<file path="src/rtl/dcoc_pkg.sv">
// dcoc_pkg: shared types and helpers for the multi-channel DC offset corrector.
//   state_t  : FSM states ACQ (fast acquisition), TRACK (slow tracking), HOLD (frozen)
//   cw_calc  : channel tag width, max(1, $clog2(n))
//   sat_add  : signed add clamped to an aw-bit two's-complement range (aw <= 62)
package dcoc_pkg;

    typedef enum logic [1:0] {ACQ, TRACK, HOLD} state_t;

    function automatic int cw_calc(input int n);
        return (n > 2) ? $clog2(n) : 1;
    endfunction

    function automatic logic signed [63:0] sat_add(input logic signed [63:0] a,
                                                   input logic signed [63:0] b,
                                                   input int aw);
        logic signed [63:0] s, hi, lo;
        s  = a + b;
        hi = (64'sd1 <<< (aw - 1)) - 64'sd1;
        lo = -hi - 64'sd1;
        return (s > hi) ? hi : (s < lo) ? lo : s;
    endfunction

endpackage

</file>
<file path="src/rtl/dcoc_sat_sub.sv">
// dcoc_sat_sub: combinational DW+1-bit subtract a-b, reduced to DW bits.
//   a, b : DW-bit signed operands
//   full : exact DW+1-bit difference (feeds the integrators)
//   res  : DW-bit difference; clamped when DCOC_SAT_EN is defined, wrapped otherwise
module dcoc_sat_sub #(
    parameter int DW = 16
) (
    input  logic signed [DW-1:0] a,
    input  logic signed [DW-1:0] b,
    output logic signed [DW:0]   full,
    output logic signed [DW-1:0] res
);
    assign full = (DW+1)'(a) - (DW+1)'(b);
`ifdef DCOC_SAT_EN
    // Top two bits disagree only when the difference left the DW-bit range.
    assign res = (full[DW] ^ full[DW-1]) ?
                 (full[DW] ? {1'b1, {(DW-1){1'b0}}} : {1'b0, {(DW-1){1'b1}}}) :
                 full[DW-1:0];
`else
    assign res = full[DW-1:0];
`endif
endmodule

</file>
<file path="src/rtl/dc_offset_correct_mc.sv">
// dc_offset_correct_mc: per-channel leaky-integrator DC removal on a tagged,
// time-multiplexed sample stream, fast acquisition then slow tracking.
//   clk, reset (async, active-high)
//   in_valid/in_chan/in_data   : input sample strobe, channel tag, signed sample
//   freeze                     : hold estimates and the acquisition counter
//   restart                    : pulse, re-enter acquisition (estimates kept)
//   out_valid/out_chan/out_data: registered corrected sample, 1 cycle latency
//   dc_rd_chan/dc_rd_level     : combinational estimate readback
//   settled                    : registered, high in TRACK or HOLD-from-TRACK
// Build option: DCOC_SAT_EN clamps the corrected output instead of wrapping.
module dc_offset_correct_mc
    import dcoc_pkg::*;
#(
    parameter int DW      = 16,
    parameter int NCH     = 2,
    parameter int K_FAST  = 6,
    parameter int K_SLOW  = 14,
    parameter int ACQ_LEN = 4096,
    localparam int CW     = cw_calc(NCH)
) (
    input  logic                 clk,
    input  logic                 reset,
    input  logic                 in_valid,
    input  logic [CW-1:0]        in_chan,
    input  logic signed [DW-1:0] in_data,
    input  logic                 freeze,
    input  logic                 restart,
    output logic                 out_valid,
    output logic [CW-1:0]        out_chan,
    output logic signed [DW-1:0] out_data,
    input  logic [CW-1:0]        dc_rd_chan,
    output logic signed [DW-1:0] dc_rd_level,
    output logic                 settled
);
    localparam int AW = DW + K_SLOW;
    localparam int NW = $clog2(ACQ_LEN + 1);

    state_t               state, state_n;
    logic                 ret_track, ret_track_n;
    logic [NW-1:0]        cnt, cnt_n;
    logic                 settled_n;
    logic signed [AW-1:0] acc [NCH];
    logic signed [AW-1:0] acc_sel, acc_nxt;
    logic                 chan_ok, rd_ok, upd, done;
    logic signed [DW-1:0] dc_in, corr;
    logic signed [DW:0]   corr_full;

    assign chan_ok     = int'(in_chan) < NCH;
    assign rd_ok       = int'(dc_rd_chan) < NCH;
    assign acc_sel     = chan_ok ? acc[in_chan] : '0;
    assign dc_in       = acc_sel[AW-1:K_SLOW];
    assign dc_rd_level = rd_ok ? acc[dc_rd_chan][AW-1:K_SLOW] : '0;
    assign upd         = in_valid && chan_ok && state != HOLD;
    assign done        = in_valid && cnt == NW'(ACQ_LEN - 1);

    dcoc_sat_sub #(.DW(DW)) u_sub (
        .a    (in_data),
        .b    (dc_in),
        .full (corr_full),
        .res  (corr)
    );

    // Scaling the error by 2^(K_SLOW-k) lets both time constants share one
    // accumulator format whose integer part is always bits [AW-1:K_SLOW].
    assign acc_nxt = AW'(sat_add(64'(acc_sel),
                                 (state == ACQ) ? (64'(corr_full) <<< (K_SLOW - K_FAST))
                                                : 64'(corr_full),
                                 AW));

    always_ff @(posedge clk or posedge reset) begin
        if (reset) begin
            state     <= ACQ;
            ret_track <= 1'b0;
            cnt       <= '0;
            settled   <= 1'b0;
        end else begin
            state     <= state_n;
            ret_track <= ret_track_n;
            cnt       <= cnt_n;
            settled   <= settled_n;
        end
    end

    always_comb begin
        state_n     = state;
        ret_track_n = ret_track;
        cnt_n       = cnt;
        if (restart) begin
            state_n     = ACQ;
            ret_track_n = 1'b0;
            cnt_n       = '0;
        end else begin
            case (state)
                ACQ: begin
                    cnt_n = in_valid ? cnt + 1'b1 : cnt;
                    // A freeze landing on the final acquisition beat must
                    // return to TRACK, or the counter would overrun the limit.
                    if (freeze) begin
                        state_n     = HOLD;
                        ret_track_n = done;
                    end else if (done) begin
                        state_n = TRACK;
                    end
                end
                TRACK: begin
                    if (freeze) begin
                        state_n     = HOLD;
                        ret_track_n = 1'b1;
                    end
                end
                default: begin
                    if (!freeze) state_n = ret_track ? TRACK : ACQ;
                end
            endcase
        end
    end

    always_comb begin
        settled_n = (state_n == TRACK) || (state_n == HOLD && ret_track_n);
    end

    always_ff @(posedge clk or posedge reset) begin
        if (reset) begin
            for (int i = 0; i < NCH; i++) acc[i] <= '0;
            out_valid <= 1'b0;
            out_chan  <= '0;
            out_data  <= '0;
        end else begin
            if (upd) acc[in_chan] <= acc_nxt;
            out_valid <= in_valid;
            if (in_valid) begin
                out_chan <= in_chan;
                out_data <= corr;
            end
        end
    end
endmodule

</file>
<file path="config.mk">
export PLATFORM = sky130hd
export DESIGN_NAME = dc_offset_correct_mc
export DESIGN_NICKNAME = d
export VERILOG_FILES = /design/src/rtl/dcoc_pkg.sv /design/src/rtl/dcoc_sat_sub.sv /design/src/rtl/dc_offset_correct_mc.sv
export SDC_FILE = /design/constraint.sdc
export NUM_CORES = 1
export LEC_CHECK = 0
export ABC_CLOCK_PERIOD_IN_PS = 7400
export BUFFER_PORTS_ARGS = -buffer_cell sky130_fd_sc_hd__buf_2
export CORE_ASPECT_RATIO = 1.4
export CORE_MARGIN = 5
export CORE_UTILIZATION = 60
export DETAILED_ROUTE_END_ITERATION = 12
export GPL_TIMING_DRIVEN = 0
export PLACE_DENSITY_LB_ADDON = 0.3
export SETUP_SLACK_MARGIN = 0.15
export SLEW_MARGIN = 40
export SYNTH_ARGS = -nofsm -noshare
export SYNTH_HDL_FRONTEND = slang
export SYNTH_SLANG_ARGS = --single-unit
</file>
<file path="constraint.sdc">
create_clock -name clk -period 7.4 [get_ports clk]
set_clock_uncertainty 0.15 [all_clocks]
set_input_delay 0 -clock clk [delete_from_list [all_inputs] [get_ports clk]]
set_output_delay 0 -clock clk [all_outputs]
set_load 0.05 [all_outputs]
</file>
==> out/qor.log <==
qor: worst_setup_path.worst_path_max_delay_cell sky130_fd_sc_hd__or4_1
qor: clocking.ctsHoldBuffers 4
qor: yosys.syn-instance-count 791
qor: floorplan.initial_core_util 61.4%
qor: finish.area_of_combinational_cells_with_multiple_inputs 4600 µm²
qor: route.detail_route.wl_per_cell 20.1 µm
qor: sta.finalWorstPathRequiredPeriod 6.71 ns
qor: worst_setup_path.setup.worst_path.class in -> reg
qor: outcome.outcome complete, no violations
qor: finish.final_design_area_no_fill 8150 µm²
qor: sta.tightestPinTransition 0.769 ns
qor: placement.gp_routability_congestion 0.927
qor: floorplan.row_count 47
qor: sta.maxClockFrequency 149 MHz
qor: yosys.syn-num-nets 866
qor: floorplan.dieArea 14500 µm²
qor: finish.sequential_cell_area 2380 µm²
qor: worst_setup_path.timing.critical_path.to_type register
qor: clocking.tritoncts yes
qor: route.route.final.wire_length 20.4 mm
qor: yosys.yosys_register_bits 95
qor: sta.finalHoldViolCount 0
qor: yosys.synth.yosys.seq_area_share 32.6%
qor: clocking.postCtsResizedCells 0
qor: global_route.largest_net_degree_at_the_start_of_global_routing 58
qor: finish.flow.area_growth_from_synthesis 11.7%
qor: finish.top_library_cells_by_usage_in_the_layout_fill_and_taps_aside 95 x sky130_fd_sc_hd__dfrtp_1, 82 x sky130_fd_sc_hd__mux2_2, 70 x sky130_fd_sc_hd__nor2_1
qor: placement.detailed_place.area 7790 µm²
qor: yosys.synth_cell_type_count 68
qor: global_route.via_count_of_the_first_global_routing_pass 6458
qor: floorplan.dieWidth 103 µm
qor: route.number_of_drc_markers_after_the_initial_detailed_route_iteration 349
qor: run.max_cap_viol_count 0
qor: sta.timing.max_slew.rel_slack 48.2%
qor: sta.grt_setup_unrepaired false
qor: worst_setup_path.regToRegSetupSlack 0.99 ns
qor: sta.setup_tns 0 ns
qor: yosys.synthArstFlopShare 100%
qor: finish.layout.cells.most_common sky130_fd_sc_hd__dfrtp_1
qor: worst_setup_path.critical_path.n_buffers_inverters 5
qor: finish.finish.net_count 937
qor: clocking.post_cts.repair.setup_buffers 0
qor: finish.drive_gt1_share 21.1%
qor: worst_setup_path.cp_max_fo 10
qor: floorplan.area_of_the_core 11900 µm²
qor: floorplan.die_y 140 µm
qor: yosys.netlist_area 7300 µm²
qor: yosys.synthesized_area_divided_by_synthesized_cell_count 9.23 µm²
qor: placement.portBuffers 55
qor: worst_setup_path.crit_arrival 6.80 ns
qor: global_route.antenna_found_initial 0
qor: finish.filler_cell_count 977
qor: hold_path.worst_hold_path_type in -> async
qor: worst_setup_path.timing.critical_path.max_delay_family compound AO/OA/AOI/OAI gates
qor: yosys.number_of_enable_flip_flop_cells_after_synthesis 0
qor: yosys.synth-main-ff-cell sky130_fd_sc_hd__dfrtp_1
qor: sta.slew_viol_final 0
qor: finish.diodes 0
qor: clocking.tritoncts.num_buffers 9
qor: worst_setup_path.critical-path-max-stage-delay 0.59 ns
qor: route.ant_nets 0
qor: clocking.clock_sink_count 95
qor: global_route.grtUsageTotal 28.8%
qor: worst_setup_path.worstSetupStartpointType primary input
qor: clocking.path_clk_slew 0.07 ns
qor: global_route.grt-ovfl-total 0
qor: clocking.cts_root_buffer sky130_fd_sc_hd__clkbuf_16
qor: route.avgViaCountPerCell 6.29
qor: clocking.cts_max_level 3
qor: yosys.yosysWarnings 0
qor: worst_setup_path.crit_required 7.49 ns
qor: placement.dp.final_hpwl 16.0 mm
qor: floorplan.io_pins 58
qor: clocking.clk_latency 0.35 ns
qor: sta.fin_crit_sh 90.6%
qor: route.num_vias 6380
qor: route.remaining_drc_errors 0
qor: sta.final-setup-viol-count 0
qor: route.first_pass_iters 5
qor: global_route.grt_pass1_wl 32.6 mm
qor: clocking.clockBufferDepth 2
## per-stage QoR
stage,setup slack (ns),utilization [%],cells,hold WS (ns)
floorplan,1.80,-,791,-0.119
global placement,0.558,65.3,993,0.0168
detailed placement,0.484,65.6,994,-0.128
CTS,0.769,68.6,1014,0.0243
global route,0.386,68.6,1014,0.0680
finish,0.693,68.6,1014,0.0365
## state kept, by name, indices dropped and copies added (netlist names)
name and count:
acc 60, cnt 13, out_chan 1, out_data 16, out_valid 1, ret_track 1
settled 1, state 2
## worst paths after layout
check	start	cells after the start	end
setup / recovery	in_chan	25	acc[28]
hold / removal	reset	3	acc[8]
setup reg to reg	acc[44]	23	acc[28]
hold reg to reg	out_data[12]	2	out_data[12]
max in group asynchronous	reset	4	out_data[13]
min in group clk	in_data[0]	4	out_data[0]
## per-layer routing
layer	vias up	share of wire, %	global-route usage (%)
met5	-	0	0
met2	192	50	48.8
met1	3098	42	36.0
li1	3044	-	-
met4	0	3.8	11.7
met3	46	4.6	4.38
## synth_stat cells (4+ instances only)
library cell | count | share of area [%]
sky130_fd_sc_hd__nor2_1 | 71 | 3.7
sky130_fd_sc_hd__a221o_1 | 5 | 0.69
sky130_fd_sc_hd__xnor2_1 | 20 | 2.4
sky130_fd_sc_hd__or3_1 | 6 | 0.51
sky130_fd_sc_hd__o211ai_1 | 21 | 2.2
sky130_fd_sc_hd__o21ai_0 | 34 | 2.3
sky130_fd_sc_hd__a31oi_1 | 23 | 2.0
sky130_fd_sc_hd__and3_1 | 9 | 0.77
sky130_fd_sc_hd__a22o_1 | 7 | 0.84
sky130_fd_sc_hd__mux2i_1 | 18 | 2.5
sky130_fd_sc_hd__ha_1 | 50 | 8.6
sky130_fd_sc_hd__a21o_1 | 9 | 0.93
sky130_fd_sc_hd__o311ai_0 | 5 | 0.60
sky130_fd_sc_hd__buf_2 | 8 | 0.55
sky130_fd_sc_hd__inv_1 | 43 | 2.2
sky130_fd_sc_hd__and2_1 | 12 | 1.0
sky130_fd_sc_hd__xor2_1 | 26 | 3.1
sky130_fd_sc_hd__a21oi_1 | 47 | 3.2
sky130_fd_sc_hd__nor3_1 | 12 | 0.82
sky130_fd_sc_hd__mux2_2 | 82 | 13
sky130_fd_sc_hd__nor2b_1 | 4 | 0.34
sky130_fd_sc_hd__o21bai_1 | 4 | 0.41
sky130_fd_sc_hd__o21a_1 | 6 | 0.62
sky130_fd_sc_hd__dfrtp_1 | 95 | 33
sky130_fd_sc_hd__nand3b_1 | 4 | 0.41
sky130_fd_sc_hd__clkbuf_1 | 23 | 1.2
sky130_fd_sc_hd__a211oi_1 | 5 | 0.51
sky130_fd_sc_hd__nand4_1 | 9 | 0.77
sky130_fd_sc_hd__nand3_1 | 25 | 1.7
sky130_fd_sc_hd__nand2_1 | 46 | 2.4
sky130_fd_sc_hd__nand2b_1 | 4 | 0.34
## tightest hold or removal path, stage by stage
cell and delay (ns):
sky130_fd_sc_hd__dlygate4sd3_1 0.53, sky130_fd_sc_hd__buf_2 0.14, sky130_fd_sc_hd__inv_6 0.28
## kinds of logic (layout without fill, tap and decap cells)
| family | Yosys count | after routing | share of synthesized area, % |
|---|---|---|---|
| AO/OA/AOI/OAI | 200 | 200 | 18.7 |
| flip-flops | 95 | 95 | 32.6 |
| multiplexers | 100 | 100 | 15.1 |
| buffers and inverters | 79 | 155 | 4.41 |
| XOR/XNOR | 46 | 46 | 5.52 |
| AND/OR/NAND/NOR | 219 | 219 | 14.6 |
| adder cells (fa/ha/maj) | 52 | 52 | 9.12 |
## area by class of cell
| class | instances | area share [%] |
|---|---|---|
| Inverter | 43 | 2.04 |
| Multi-Input combinational cell | 617 | 56.4 |
| Sequential cell | 95 | 29.2 |
| Tap cell | 147 | 2.26 |
| Clock buffer | 9 | 2.76 |
| Buffer | 36 | 1.98 |
| Clock inverter | 7 | 1.17 |
| Timing Repair Buffer | 60 | 4.21 |
Power is not shown: default switching activity piles up to over one toggle a cycle in this logic, so the estimate is an artifact.
